### config.mk
export PLATFORM = sky130hd
export DESIGN_NAME = pong_score_keeper
export DESIGN_NICKNAME = d
export VERILOG_FILES = /design/src/rtl/pong_score_keeper.sv
export SDC_FILE = /design/constraint.sdc
export NUM_CORES = 1
export LEC_CHECK = 0
export ABC_AREA = 1
export BUFFER_PORTS_ARGS = -buffer_cell sky130_fd_sc_hd__buf_4
export CELL_PAD_IN_SITES_DETAIL_PLACEMENT = 1
export CELL_PAD_IN_SITES_GLOBAL_PLACEMENT = 2
export CORE_MARGIN = 1
export CORE_UTILIZATION = 35
export DETAILED_ROUTE_END_ITERATION = 16
export GPL_TIMING_DRIVEN = 0
export PLACE_DENSITY_LB_ADDON = 0.1
export REMOVE_ABC_BUFFERS = 1
export SYNTH_ARGS = -nofsm -noshare
export SYNTH_HDL_FRONTEND = slang
export SYNTH_SLANG_ARGS = --single-unit
### constraint.sdc
create_clock -name clk -period 4.1 [get_ports clk]
set_input_delay 0.205 -clock clk [delete_from_list [all_inputs] [get_ports clk]]
set_output_delay 0.205 -clock clk [all_outputs]
set_load 0.02 [all_outputs]
### src/rtl/pong_score_keeper.sv
// Pong score keeper: edge-detects goal/new-game inputs, sequences serve/play/over,
// and holds both players' scores as registered two-digit BCD for the score renderers.
module pong_score_keeper #(
  parameter int WIN_SCORE   = 11,
  parameter int SERVE_DELAY = 25_000_000
) (
  input  logic       clk,
  input  logic       reset,
  input  logic       GoalL,
  input  logic       GoalR,
  input  logic       NewGame,
  output logic [3:0] ScoreLTens,
  output logic [3:0] ScoreLOnes,
  output logic [3:0] ScoreRTens,
  output logic [3:0] ScoreROnes,
  output logic       Playing,
  output logic       GameOver,
  output logic       Winner,
  output logic       ScoreEvent
);

  localparam logic [1:0] IDLE  = 2'd0;
  localparam logic [1:0] SERVE = 2'd1;
  localparam logic [1:0] PLAY  = 2'd2;
  localparam logic [1:0] OVER  = 2'd3;

  localparam int             CNT_W    = 26;
  localparam logic [CNT_W-1:0] CNT_LOAD = CNT_W'(SERVE_DELAY - 1);
  localparam logic [7:0]     WIN_BCD  = {4'(WIN_SCORE / 10), 4'(WIN_SCORE % 10)};

  logic [1:0]       state, state_next;
  logic [CNT_W-1:0] count, count_next;
  logic             goal_l_q, goal_r_q, new_game_q;
  logic             armed;
  logic             goal_l_rise, goal_r_rise, new_game_rise;
  logic [7:0]       l_inc, r_inc;
  logic [3:0]       l_tens_next, l_ones_next, r_tens_next, r_ones_next;
  logic             winner_next, event_next;

  function automatic logic [7:0] bcd_inc(input logic [3:0] tens, input logic [3:0] ones);
    if (ones == 4'd9) return {tens + 4'd1, 4'd0};
    else              return {tens, ones + 4'd1};
  endfunction

  // The first clock after reset only primes the input copies, so a level held
  // high through reset release has to drop low before it can count as an edge.
  assign goal_l_rise   = armed & GoalL   & ~goal_l_q;
  assign goal_r_rise   = armed & GoalR   & ~goal_r_q;
  assign new_game_rise = armed & NewGame & ~new_game_q;

  assign l_inc = bcd_inc(ScoreLTens, ScoreLOnes);
  assign r_inc = bcd_inc(ScoreRTens, ScoreROnes);

  always_comb begin
    state_next  = state;
    count_next  = count;
    l_tens_next = ScoreLTens;
    l_ones_next = ScoreLOnes;
    r_tens_next = ScoreRTens;
    r_ones_next = ScoreROnes;
    winner_next = Winner;
    event_next  = 1'b0;
    if (new_game_rise) begin
      l_tens_next = 4'd0;
      l_ones_next = 4'd0;
      r_tens_next = 4'd0;
      r_ones_next = 4'd0;
      winner_next = 1'b0;
      count_next  = CNT_LOAD;
      state_next  = SERVE;
    end else begin
      case (state)
        SERVE: begin
          if (count == '0) state_next = PLAY;
          else             count_next = count - 1'b1;
        end
        PLAY: begin
          // Simultaneous goals cancel out; only a lone goal edge scores.
          if (goal_l_rise ^ goal_r_rise) begin
            event_next = 1'b1;
            if (goal_l_rise) begin
              {l_tens_next, l_ones_next} = l_inc;
              if (l_inc == WIN_BCD) begin
                state_next  = OVER;
                winner_next = 1'b0;
              end else begin
                state_next = SERVE;
                count_next = CNT_LOAD;
              end
            end else begin
              {r_tens_next, r_ones_next} = r_inc;
              if (r_inc == WIN_BCD) begin
                state_next  = OVER;
                winner_next = 1'b1;
              end else begin
                state_next = SERVE;
                count_next = CNT_LOAD;
              end
            end
          end
        end
        default: ;
      endcase
    end
  end

  always_ff @(posedge clk or negedge reset) begin
    if (!reset) begin
      state      <= IDLE;
      count      <= '0;
      goal_l_q   <= 1'b0;
      goal_r_q   <= 1'b0;
      new_game_q <= 1'b0;
      armed      <= 1'b0;
      ScoreLTens <= 4'd0;
      ScoreLOnes <= 4'd0;
      ScoreRTens <= 4'd0;
      ScoreROnes <= 4'd0;
      Playing    <= 1'b0;
      GameOver   <= 1'b0;
      Winner     <= 1'b0;
      ScoreEvent <= 1'b0;
    end else begin
      state      <= state_next;
      count      <= count_next;
      goal_l_q   <= GoalL;
      goal_r_q   <= GoalR;
      new_game_q <= NewGame;
      armed      <= 1'b1;
      ScoreLTens <= l_tens_next;
      ScoreLOnes <= l_ones_next;
      ScoreRTens <= r_tens_next;
      ScoreROnes <= r_ones_next;
      Playing    <= (state_next == PLAY);
      GameOver   <= (state_next == OVER);
      Winner     <= winner_next;
      ScoreEvent <= event_next;
    end
  end

endmodule

# Yosys cells after proc, flatten, opt, wreduce, memory -nomap -nowiden
# Index checks and enable logic that the tools add are counted.
[op_classes] muxes=41 n_reduce_logical=10 n_addsub=5 bitwise_logic=10 n_eq_ne=14
[ops] operator="2-to-1 mux 26 bit" count=6
[ops] operator="2-to-1 mux 4 bit" count=16
[ops] operator="case mux 26 bit (2 select lines)" count=1
[ops] operator="zero test 26 bit" count=1
[ops] operator="subtractor 26 x 1 -> 26 bit, second input constant" count=1
[ops] operator="adder 4 x 1 -> 4 bit, second input constant" count=4
[ops] operator="equality test 8 x 5 -> 1 bit, second input constant" count=2
[ops] operator="2-to-1 mux 8 bit" count=2
[ops] operator="2-to-1 mux 2 bit" count=6
[ops] operator="2-to-1 mux 1 bit" count=9
[ops] operator="equality test 4 bit, second input constant" count=2
[ops] operator="!= test 4 bit, second input constant" count=2
[ops] operator="AND 1 bit" count=6
[ops] operator="equality test 2 bit, second input constant" count=3
[ops] operator="!= test 3 bit, second input constant" count=2
[ops] operator="AND reduction 3 bit" count=2
[ops] operator="nonzero test 2 bit" count=3
[ops] operator="nonzero test 3 bit" count=2
[ops] operator="AND reduction 5 bit" count=1
[ops] operator="case mux 2 bit (2 select lines)" count=1
[ops] operator="AND reduction 4 bit" count=1
[ops] operator="!= test 3 x 1 -> 1 bit, second input constant" count=1
[ops] operator="NOT 1 bit" count=3
[ops] operator="equality test 2 x 1 -> 1 bit, second input constant" count=1
[ops] operator="2 further kinds" count=2
[totals] reg_bits=52 wordCells=94 input_bits=5

# Depth between registers and ports, before layout
[depth] depth_word=9 ltp_mapped=15 ltp_nobuf=14

# Worst setup path after synthesis
# OpenSTA, ideal clock, no wires.
[synth_timing] path_type="register to register" startpoint="register count[0]" endpoint="register count[2]" synth_period_minus_slack_ns=1.828 stages_incl_launch_ff=13 setup_slack_ns=2.272 n_path_buf=1 t_arrival_ns=1.712 cell_sequence="dfrtp_1 inv_1 ha_1 nand2_2 nor2_4 nand3b_1 nor2_1 nand3_1 nand2_1 nand2_4 buf_2 nand3_1 nand2_1"
[synth_via] elab_chain_len=4
[synth_rtl] item="start, declared" line_no="32" rtl="logic [CNT_W-1:0] count, count_next;"
[synth_rtl] item="start signal, assigned" line_no="125" rtl="count <= count_next;"
[synth_rtl] item="subtractor 26 x 1 -> 26 bit" line_no="75" rtl="else count_next = count - 1'b1;"
[synth_rtl] item="2-to-1 mux 26 bit" line_no="74" rtl="if (count == '0) state_next = PLAY;"
[synth_rtl] item="case mux 26 bit (2 select lines)" line_no="72" rtl="case (state)"
[synth_rtl] item="2-to-1 mux 26 bit" line_no="63" rtl="if (new_game_rise) begin"
# Parallel ways exist; a longest one is shown, timed or not. The select of a mux whose other input is x is not followed.
# A chain may end at the register's enable or synchronous reset.

# Worst setup path after layout
[layout_timing] startpoint="register state[0]" endpoint="register count[17]"
[layout_via] elab_chain_len=3
[layout_rtl] item="start, declared" line_no="31" rtl="logic [1:0] state, state_next;"
[layout_rtl] item="start signal, assigned" line_no="124" rtl="state <= state_next;"
[layout_rtl] item="equality test 2 bit or equality test 2 x 1 -> 1 bit (tied branches)" line_no="72"
[layout_rtl] item="!= test 4 bit (no line), or another cell as far along"
[layout_rtl] item="AND reduction 5 bit (no line) or 2-to-1 mux 26 bit (tied branches)"
# Parallel ways exist; a longest one is shown, timed or not.

==> report_table.html <==
<table>
<tr><th>Metric</th><th>Value</th></tr>
<tr><th colspan="2">Critical path</th></tr>
<tr><td>Kind of start point of the critical path</td><td>register</td></tr>
<tr><td>Buffers plus inverters on the worst setup path</td><td>2</td></tr>
<tr><td>CP max FO</td><td>27</td></tr>
<tr><td>Cell breakdown of the critical path</td><td>inv_1 -&gt; ha_1 -&gt; inv_1 -&gt; nor2_1 -&gt; nor2_1 -&gt; nand2_4 -&gt; nand2_8 -&gt; nand2_1 -&gt; nand2_1</td></tr>
<tr><td>Required time of the worst setup path</td><td>4.31 ns</td></tr>
<tr><td>Longest individual stage delay on the worst path</td><td>0.62 ns</td></tr>
<tr><td>Arrival time reported for the critical path endpoint</td><td>2.97 ns</td></tr>
<tr><td>Standard cell with the maximum stage delay on the critical path</td><td>ha_1</td></tr>
<tr><td>Start-to-end type of the worst setup path</td><td>register to register</td></tr>
<tr><td>Cell family with the largest share of critical-path delay</td><td>simple AND/OR/NAND/NOR gates</td></tr>
<tr><td>Worst setup EP type</td><td>register</td></tr>
<tr><th colspan="2">Global route</th></tr>
<tr><td>Number of antenna violations at the first check in global routing</td><td>0</td></tr>
<tr><td>Total grt overflow</td><td>0</td></tr>
<tr><td>First-pass GRT wire length</td><td>16,030 um</td></tr>
<tr><td>Vias in the first global route</td><td>3,308</td></tr>
<tr><td>Largest net degree at the start of global routing</td><td>53</td></tr>
<tr><td>Global-route usage over all layers</td><td>19.80%</td></tr>
<tr><th colspan="2">Timing</th></tr>
<tr><td>RSZ-0062 raised after global routing</td><td>false</td></tr>
<tr><td>Slew at the pin closest to its max-slew limit</td><td>0.9418 ns</td></tr>
<tr><td>Clock Skews</td><td>0.01218 ns</td></tr>
<tr><td>Count of endpoints failing hold in the final timing report</td><td>0</td></tr>
<tr><td>Post-Route Hold Slack</td><td>0.4773 ns</td></tr>
<tr><td>Total negative setup slack</td><td>0 ns</td></tr>
<tr><td>Number of pins with negative max-slew slack in the final report</td><td>0</td></tr>
<tr><td>Part of the cycle the worst path needs</td><td>67.22%</td></tr>
<tr><td>Worst relative slew slack</td><td>37.01%</td></tr>
<tr><td>Maximum clock frequency</td><td>362.8 MHz</td></tr>
<tr><td>Final number of setup-violating endpoints</td><td>0</td></tr>
<tr><td>Final period demand of the worst path</td><td>2.756 ns</td></tr>
<tr><th colspan="2">Layout</th></tr>
<tr><td>Non-filler instance count after layout</td><td>630</td></tr>
<tr><td>Layout cells sized above 1</td><td>12.18%</td></tr>
<tr><td>Number of nets in the final layout</td><td>510</td></tr>
<tr><td>Relative area change from synthesis to final layout</td><td>12.41%</td></tr>
<tr><td>Number of inserted diodes</td><td>0</td></tr>
<tr><th colspan="2">Power</th></tr>
<tr><td>Worst vdd rail ir drop</td><td>0.0004048 V</td></tr>
<tr><td>Areal power density over the cells</td><td>694.0 nW/um^2</td></tr>
<tr><td>P_leak</td><td>1.875 nW</td></tr>
<tr><th colspan="2">Place</th></tr>
<tr><td>Final weighted congestion in routability-driven placement</td><td>0.7630</td></tr>
<tr><td>Cell count after placement</td><td>618</td></tr>
<tr><td>Count of input and output buffers</td><td>24</td></tr>
<tr><td>Total half-perimeter wirelength after legalization and detailed placement</td><td>6370 um</td></tr>
<tr><th colspan="2">Synth</th></tr>
<tr><td>XOR/XNOR share of the synthesized area</td><td>3.075%</td></tr>
<tr><td>Sequential cell area fraction in the yosys report</td><td>38.53%</td></tr>
<tr><td>Largest family of logic cells by synthesized area</td><td>simple AND/OR/NAND/NOR gates</td></tr>
<tr><td>Post-synthesis compound-gate area fraction</td><td>5.484%</td></tr>
<tr><td>Cell variety after synth</td><td>38</td></tr>
<tr><td>Post-synthesis instance area</td><td>3377 um^2</td></tr>
<tr><td>Ys Warns</td><td>0</td></tr>
<tr><td>Synthesized area per cell</td><td>7.109 um^2</td></tr>
<tr><td>Portion of netlist area occupied by mux cells</td><td>0%</td></tr>
<tr><td>Share of flip-flops with an asynchronous set or reset after synthesis</td><td>100.0%</td></tr>
<tr><td>Adder and majority cell fraction of the synthesized area</td><td>1.853%</td></tr>
<tr><td>Primary flip-flop cell chosen by synthesis mapping</td><td>dfrtp_1</td></tr>
<tr><td>Seq cells post-synth</td><td>52</td></tr>
<tr><td>Cells after synthesis</td><td>475</td></tr>
<tr><td>Post-synthesis share of cell area spent on and, or, nand and nor gates</td><td>43.72%</td></tr>
<tr><td>EDFF count, synth</td><td>0</td></tr>
<tr><th colspan="2">Route</th></tr>
<tr><td>DRC viols</td><td>0</td></tr>
<tr><td>Routed Antenna Nets</td><td>0</td></tr>
<tr><td>Detailed-router iteration count before antenna repair</td><td>4</td></tr>
<tr><td>Routed length per placed instance</td><td>14.48 um</td></tr>
<tr><td>DRT Wirelength</td><td>9121 um</td></tr>
<tr><td>Number of vias per cell after detailed routing</td><td>4.992</td></tr>
<tr><td>Number of design-rule violations left by the first detailed-router iteration</td><td>73</td></tr>
<tr><td>Total via count in the routed design</td><td>3,145</td></tr>
<tr><th colspan="2">Die</th></tr>
<tr><td>Number of rows in the core area</td><td>35</td></tr>
<tr><td>Horizontal die dimension</td><td>100.2 um</td></tr>
<tr><td>Starting density of the core</td><td>36.37%</td></tr>
<tr><td>DIE HEIGHT</td><td>100.2 um</td></tr>
<tr><td>Count of boundary I/O pins</td><td>25</td></tr>
<tr><td>CORE AREA</td><td>9284 um^2</td></tr>
<tr><td>Die Area</td><td>10,050 um^2</td></tr>
<tr><th colspan="2">Run status</th></tr>
<tr><td>Run status</td><td>finished, final reports clean</td></tr>
<tr><th colspan="2">CTS</th></tr>
<tr><td>Number of buffers created by CTS</td><td>5</td></tr>
<tr><td>Resized cells post-CTS</td><td>0</td></tr>
<tr><td>Deepest clock path buffer count</td><td>2</td></tr>
<tr><td>Sink Count</td><td>52</td></tr>
<tr><td>H-tree levels</td><td>2</td></tr>
<tr><td>Clock slew seen by the registers of the worst setup and hold paths</td><td>0.11 ns</td></tr>
<tr><td>Skew-Pair Late Insertion Delay</td><td>0.31 ns</td></tr>
<tr><td>Root cell of the clock tree</td><td>clkbuf_8</td></tr>
<tr><td>CTS tree</td><td>built</td></tr>
<tr><th colspan="2">Run</th></tr>
<tr><td>Count of maximum capacitance violations</td><td>0</td></tr>
<tr><th colspan="2">Worst hold path</th></tr>
<tr><td>Path category of the worst min-delay check</td><td>primary input to asynchronous set/reset pin</td></tr>
</table>
sequential cells by signal, summed over array words and instances (netlist names), 2 cells and up:
name        flops
state           2
ScoreRTens      4
count          26
ScoreLOnes      4
ScoreLTens      4
ScoreROnes      4
timing repair:
item                                   4_1_cts  5_1_grt
endpoints found under the hold margin       55        0
hold buffers                                 4        0
setup buffers                                0        0
stage by stage:
step	instance area [um^2]	util [%]	setup WS [ns]	power [mW]
after floorplan	3317	-	2.166	1.913
after global placement	3659	39.41	1.366	2.301
after detailed placement	3659	39.41	1.320	2.339
after CTS	3796	40.89	1.307	2.683
after global routing	3796	40.89	1.135	2.917
final	3796	40.89	1.344	2.635
layer usage:
layer / GRT usage (%) / wire length (um)
met2: 35.83 / 4615
met5: 0 / 0
met4: 4.125 / 97
met1: 25.39 / 4291
met3: 2.159 / 117
where the power goes:
| group | leakage [nW] | total [mW] | internal [mW] | switching, mW |
|---|---|---|---|---|
| Combinational | 1.17 | 1.39 | 0.474 | 0.919 |
| Clock | 0.0434 | 0.327 | 0.137 | 0.189 |
| Sequential | 0.666 | 0.914 | 0.701 | 0.213 |
area by class of cell:
class                           instances  area, um^2
Clock buffer                            6       82.58
Clock inverter                          2       15.01
Fill cell                            1218        5488
Inverter                               49       183.9
Multi-Input combinational cell        364        1832
Sequential cell                        52        1301
Tap cell                              129       161.4
Timing Repair Buffer                   28       220.2
path summary, 6_finish.rpt:
path / start / endpoint / slack [ns] / cells after the start
max in group asynchronous: reset / count[12] / 3.14 / 2
max: state[0] / count[17] / 1.34 / 9
min: reset / ScoreLTens[0] / 0.48 / 2
min reg2reg: count[1] / count[1] / 0.48 / 2
min in group clk: count[1] / count[1] / 0.48 / 2
max reg2reg: state[0] / count[17] / 1.34 / 9
cell usage in the layout, fill, tap and decap left out, types with 6 or more instances in the layout:
cell and n:
xor2_1 6, nand2_1 144, or2_2 7, nand3_1 55, o21ai_0 10, dfrtp_1 52, inv_1 45, nor3_1 9
clkbuf_8 6, nor2_1 60, buf_4 24, nand4_1 24
cell usage after synthesis (all sizes together), types with 2 or more instances:
master | instances | area share [%]
nand2 | 152 | 18
nor2 | 66 | 8.5
nand3 | 56 | 8.4
dfrtp | 52 | 39
inv | 48 | 5.3
nand4 | 24 | 4.4
o21ai | 11 | 1.6
nor3 | 10 | 1.8
or2 | 8 | 1.5
xor2 | 7 | 2.0
buf | 6 | 1.3
ha | 5 | 1.9
o22ai | 5 | 0.93
a21oi | 4 | 0.59
clkbuf | 4 | 0.44
xnor2 | 4 | 1.0
a32o | 3 | 0.89
nand3b | 2 | 0.44
o32ai | 2 | 0.96
worst register-to-register path, stage by stage (launching register included):
cell and delay (ns):
dfrtp_1 0.40, inv_1 0.07, ha_1 0.62, inv_1 0.52, nor2_1 0.20, nor2_1 0.09
nand2_4 0.36, nand2_8 0.21, nand2_1 0.13, nand2_1 0.05
cell families (layout without fill, tap and decap cells):
logic type | after synthesis | in the layout
xor gates and xnor gates | 11 | 11
buffers and inverters | 59 | 85
AOI/OAI and AO/OA | 27 | 27
DFF | 52 | 52
adders and majority gates | 5 | 5
other | 1 | 1
and+or+nand+nor | 320 | 320
Power figures use the tool's default switching activity.
